File: src/rtl/pattern_tx_if.sv
// Request/serial-output bundle for pattern_tx.
// Valid/ready: start is a request that is taken only while busy and done are both low.
// There is no backpressure. bit_valid marks every cycle in which ser_out carries a pattern bit.
interface pattern_tx_if;
   logic       start;
   logic [7:0] pattern;
   logic [2:0] len;
   logic [3:0] reps;
   logic       abort;
   logic       ser_out;
   logic       bit_valid;
   logic       busy;
   logic       done;

   modport master (
      output start, pattern, len, reps, abort,
      input  ser_out, bit_valid, busy, done
   );

   modport slave (
      input  start, pattern, len, reps, abort,
      output ser_out, bit_valid, busy, done
   );
endinterface

File: src/rtl/pattern_tx.sv
// Repeating serial pattern transmitter: sends len+1 bits MSB-first, reps+1 times,
// with one idle gap cycle between copies and a one-cycle done pulse at the end.
module pattern_tx #(
   parameter logic IDLE_LVL = 1'b1
) (
   input  logic          clk,
   input  logic          reset,
   pattern_tx_if.slave   bus,
   output logic [1:0]    state_dbg
);

   typedef enum logic [1:0] {
      S_IDLE = 2'd0,
      S_SEND = 2'd1,
      S_GAP  = 2'd2,
      S_DONE = 2'd3
   } state_t;

   state_t     state, state_n;
   logic [2:0] idx, idx_n;
   logic [2:0] len_q, len_n;
   logic [3:0] rep, rep_n;
   logic [7:0] pat_q, pat_n;
   logic       ser_q, ser_n;
   logic       bv_q, bv_n;
   logic       busy_q, busy_n;
   logic       done_q, done_n;

   always_ff @(posedge clk or posedge reset) begin
      if (reset) begin
         state  <= S_IDLE;
         idx    <= '0;
         len_q  <= '0;
         rep    <= '0;
         pat_q  <= '0;
         ser_q  <= IDLE_LVL;
         bv_q   <= 1'b0;
         busy_q <= 1'b0;
         done_q <= 1'b0;
      end else begin
         state  <= state_n;
         idx    <= idx_n;
         len_q  <= len_n;
         rep    <= rep_n;
         pat_q  <= pat_n;
         ser_q  <= ser_n;
         bv_q   <= bv_n;
         busy_q <= busy_n;
         done_q <= done_n;
      end
   end

   always_comb begin
      state_n = state;
      idx_n   = idx;
      len_n   = len_q;
      rep_n   = rep;
      pat_n   = pat_q;
      case (state)
         S_IDLE: begin
            // abort is deliberately not looked at here: a start is always taken in IDLE
            if (bus.start) begin
               state_n = S_SEND;
               pat_n   = bus.pattern;
               len_n   = bus.len;
               idx_n   = bus.len;
               rep_n   = bus.reps;
            end
         end
         S_SEND: begin
            if (bus.abort) begin
               state_n = S_IDLE;
            end else if (idx != 3'd0) begin
               idx_n = idx - 3'd1;
            end else if (rep != 4'd0) begin
               rep_n   = rep - 4'd1;
               idx_n   = len_q;
               state_n = S_GAP;
            end else begin
               state_n = S_DONE;
            end
         end
         S_GAP:   state_n = bus.abort ? S_IDLE : S_SEND;
         S_DONE:  state_n = S_IDLE;
         default: state_n = S_IDLE;
      endcase

      // Outputs are decoded from the next state so they become flops aligned with state
      ser_n  = IDLE_LVL;
      bv_n   = 1'b0;
      busy_n = 1'b0;
      done_n = 1'b0;
      case (state_n)
         S_SEND: begin
            ser_n  = pat_n[idx_n];
            bv_n   = 1'b1;
            busy_n = 1'b1;
         end
         S_GAP:   busy_n = 1'b1;
         S_DONE:  done_n = 1'b1;
         default: ;
      endcase
   end

   assign bus.ser_out   = ser_q;
   assign bus.bit_valid = bv_q;
   assign bus.busy      = busy_q;
   assign bus.done      = done_q;
   assign state_dbg     = state;

endmodule
File: src/flat_wrapper.sv
// flat-port wrapper written by rule: the top's interface ports become plain ports
module pattern_tx_flat 
#(
   parameter logic IDLE_LVL = 1'b1
)
  (clk, reset, state_dbg, bus_start, bus_pattern, bus_len, bus_reps, bus_abort, bus_ser_out, bus_bit_valid, bus_busy, bus_done);
  pattern_tx_if bus_i ();
  input  logic clk;
  input  logic reset;
  output logic [1:0] state_dbg;
  input wire logic [$bits(bus_i.start)-1:0] bus_start;
  input wire logic [$bits(bus_i.pattern)-1:0] bus_pattern;
  input wire logic [$bits(bus_i.len)-1:0] bus_len;
  input wire logic [$bits(bus_i.reps)-1:0] bus_reps;
  input wire logic [$bits(bus_i.abort)-1:0] bus_abort;
  output wire logic [$bits(bus_i.ser_out)-1:0] bus_ser_out;
  output wire logic [$bits(bus_i.bit_valid)-1:0] bus_bit_valid;
  output wire logic [$bits(bus_i.busy)-1:0] bus_busy;
  output wire logic [$bits(bus_i.done)-1:0] bus_done;
  assign bus_i.start = bus_start;
  assign bus_i.pattern = bus_pattern;
  assign bus_i.len = bus_len;
  assign bus_i.reps = bus_reps;
  assign bus_i.abort = bus_abort;
  assign bus_ser_out = bus_i.ser_out;
  assign bus_bit_valid = bus_i.bit_valid;
  assign bus_busy = bus_i.busy;
  assign bus_done = bus_i.done;
  pattern_tx #(.IDLE_LVL(IDLE_LVL)) u_core (.clk(clk), .reset(reset), .bus(bus_i), .state_dbg(state_dbg));
endmodule
File: config.mk
export PLATFORM = sky130hd
export DESIGN_NAME = pattern_tx_flat
export DESIGN_NICKNAME = d
export VERILOG_FILES = /design/src/rtl/pattern_tx_if.sv /design/src/rtl/pattern_tx.sv /design/src/flat_wrapper.sv
export SDC_FILE = /design/constraint.sdc
export NUM_CORES = 1
export LEC_CHECK = 0
export CORE_UTILIZATION = 55
export CTS_BUF_LIST = sky130_fd_sc_hd__clkbuf_16
export DETAILED_ROUTE_END_ITERATION = 8
export HOLD_SLACK_MARGIN = 0.12
export PLACE_DENSITY_LB_ADDON = 0.1
export SYNTH_ARGS = -nofsm -noshare
export SYNTH_HDL_FRONTEND = slang
export SYNTH_SLANG_ARGS = --single-unit
export TNS_END_PERCENT = 100
File: constraint.sdc
create_clock -name clk -period 4.7 [get_ports clk]
set_clock_uncertainty 0.05 [all_clocks]
set_input_delay 0.94 -clock clk [delete_from_list [all_inputs] [get_ports clk]]
set_output_delay 0.94 -clock clk [all_outputs]
set_load 0.01 [all_outputs]
==> run_results.csv <==
group,metric,value,unit
run_status,status,"completed",
logic_synthesis,ys_warn_count,0,
timing,slew_violations,0,
clock_tree,clockBufferDepth,2,
clock_tree,cts.sinks,24,
critical_path,worstPathArrival,3080,ps
critical_path,path_class,"input pin to flop",
job,cap_violations,0,
clock_tree,hold_buffers,0,
clock_tree,cts_resized,0,
placement,dp_hpwl,1900,um
layout,fin_nets,170,
critical_path,cp_top_family,"compound AO/OA/AOI/OAI gates",
critical_path,r2r_start,"u_core.idx[0]",
clock_tree,htree_levels,1,
power_and_ir_drop,power_density,616,nW/um^2
logic_synthesis,ys_seq_elements,24,
clock_tree,cts_buffers,3,
logic_synthesis,ys.flop_type,"dfrtp_1",
drt,ant_nets,0,
logic_synthesis,synth.most_common_cell,"dfrtp_1",
logic_synthesis,netlist.area_leader.share,44.1,%
timing,maxSlewHeadroom,42.1,%
clock_tree,cts_setup_buffers,0,
clock_tree,clockRootBuffer,"clkbuf_16",
hold_path,min_path_type,"flop to flop",
placement,gp_congestion,0.850,
critical_path,cpMaxStageDelayCell,"or3b_2",
critical_path,reg2reg_depth,8,
logic_synthesis,seq_area_frac_synth,46.1,%
drt,firstDrtPassIters,4,
die,die_h,50.7,um
die,die-area,2570,um^2
layout,design_area,1640,um^2
die,rows,17,
logic_synthesis,async_flop_share,100,%
logic_synthesis,synth_commonest_cells,"23 x dfrtp_1, 14 x inv_1, 11 x mux2_2",
layout,diodes,0,
drt,vias,988,
placement,post_dp_cell_area,1560,um^2
timing,final-setup-viol-count,0,
timing,post-route-min-period,2950,ps
critical_path,cp-start-kind,"input pin",
critical_path,worst-path-stages,7,
critical_path,crit_buf_inv,1,
layout,syn_to_final_growth,25.8,%
global_routing,overflow,0,
clock_tree,cts_tree,"yes",
logic_synthesis,synthesis.nets,145,
die,start_util,58.5,%
hold_path,min_from,"u_core.pat_q[5]",
logic_synthesis,synth.cell_area,1310,um^2
logic_synthesis,synth_top_area_cell,"dfrtp_1",
die,io_pins,25,
timing,fin_tns_setup,0,ps
timing,finalHoldViolCount,0,
placement,portBuffers,24,
timing,worstMarginPinSlew,867,ps
drt,wirelength,2510,um
timing,rsz0062_at_grt,"false",
critical_path,rr_endpoint,"u_core.bus.ser_out",
global_routing,globalRouteTotalUtil,21.9,%
drt,drtIter0Drc,12,
logic_synthesis,synth_edf_count,0,
drt,wl_per_cell,14.5,um
power_and_ir_drop,vdd_drop_max,0.414,mV
clock_tree,clkTransAtPathRegs,60,ps
clock_tree,clk_latency,250,ps
global_routing,grt_pass1_wl,4170,um
drt,drc,0,
critical_path,cpPeakStageDelay,630,ps
logic_synthesis,synthCells,121,
timing,fin_crit_sh,62.8,%
global_routing,antenna_found_initial,0,
logic_synthesis,syn-mean-instance-area,10.8,um^2
die,dieWidth,50.7,um
drt,viasPerCell,5.71,
critical_path,cp-end-kind,"flop",
critical_path,r2r_slack,2220,ps
die,core-area,2230,um^2
layout,layout-drive-gt1-share,15.2,%
critical_path,path_max_fanout,12,
hold_path,hold_path_end,"u_core.pat_q[5]",
timing,fmax,339,MHz
power_and_ir_drop,power.leakage,0.717,nW
critical_path,required,4830,ps
logic_synthesis,ys_types,37,
hold_path,whs_path_depth,1,
critical_path,crit_chain,"clkdlybuf4s50_1 -> or3b_2 -> a2bb2oi_1 -> o41ai_4 -> mux2i_1 -> o31a_1 -> a22oi_2",
global_routing,grt_max_degree,25,
logic_synthesis,synth_area_leaders,"dfrtp_1 44%, mux2_2 9.5%, ha_1 4.8%",
global_routing,grt_pass1_vias,975,
==> layer usage <==
metal,share of wire (%),GRT usage (%),up-vias
met5,0,0,-
met4,0.68,8.80,0
met3,2.8,2.73,2
met2,51,39.3,19
met1,45,26.3,488
li1,-,-,479
==> cell type report <==
class                   count  area, um^2
flip-flops and latches     24         602
clock buffers               3        75.1
multi-input cells          79         634
inverters                  14        52.6
repair buffers             24         240
well taps                  28        35.0
fillers                   166         591
clock inverters             1        3.75
==> worst reg2reg max path, stage by stage (launching register included) <==
cell and delay (ps):
dfrtp_1 400, inv_1 130, ha_1 240, nand2b_1 190
or4_2 580, a41oi_1 300, nor2_1 120, o21a_1 210
a22oi_2 180
==> logic make-up (layout without fill, tap and decap cells) <==
group | Yosys count | in the layout | share of synthesized area [%]
AND/OR/NAND/NOR | 31 | 31 | 14.0
AO/OA/AOI/OAI | 27 | 27 | 16.5
flip-flops | 24 | 24 | 46.1
buffers and inverters | 18 | 42 | 5.36
multiplexers | 16 | 16 | 13.3
adder cells (fa/ha/maj) | 5 | 5 | 4.79
==> power breakdown <==
| part | switching (mW) | internal, mW |
|---|---|---|
| logic | 0.234 | 0.232 |
| clock network | 0.0668 | 0.113 |
| registers | 0.0611 | 0.304 |
| total | 0.362 | 0.650 |
==> metrics by stage <==
stage          cells  setup WS [ps]  total power, mW  util [%]  hold slack [ps]
6_report         173           1750             1.01      73.6              447
5_1_grt          173           1690             1.08      73.6              455
4_1_cts          173           1730             1.02      73.6              448
2_1_floorplan    121           2150            0.706         -              420
3_3_place_gp     169           1550            0.810      70.0              428
3_5_place_dp     169           1470            0.834      70.0              435
==> worst max-delay path by stage <==
stage	slack, ps	end	startpoint
floorplan	2150	u_core.bus.ser_out	bus_abort
CTS	1730	u_core.bus.ser_out	bus_start
global placement	1550	u_core.bus.ser_out	bus_start
finish	1750	u_core.bus.ser_out	bus_start
detailed placement	1470	u_core.bus.ser_out	bus_start
global route	1690	u_core.bus.ser_out	bus_abort
==> cell usage in the layout, fill, tap and decap left out, types with 2 or more instances in the layout <==
cell type        count
o31a_1               2
nand4_1              2
inv_1               14
nor3_1               2
ha_1                 5
nor2_1               6
nand2b_1             3
nand3_1              3
o211ai_1             2
o21ai_0              4
dfrtp_1             23
clkbuf_16            3
a21oi_1              3
mux2_2              11
o21a_1               2
mux2i_1              5
a22o_1               2
clkdlybuf4s50_1     24
nand2_1              8
a31oi_1              3
==> registers in the layout, indices dropped and copies added, names as in the netlist <==
signal / cells
u_core.bus.ser_out: 1
u_core.pat_q: 8
u_core.bus.bit_valid: 1
u_core.rep: 4
u_core.bus.done: 1
u_core.bus.busy: 1
u_core.idx: 3
u_core.len_q: 3
u_core.state_dbg: 2
No activity file was read; power rests on OpenSTA's default activity.
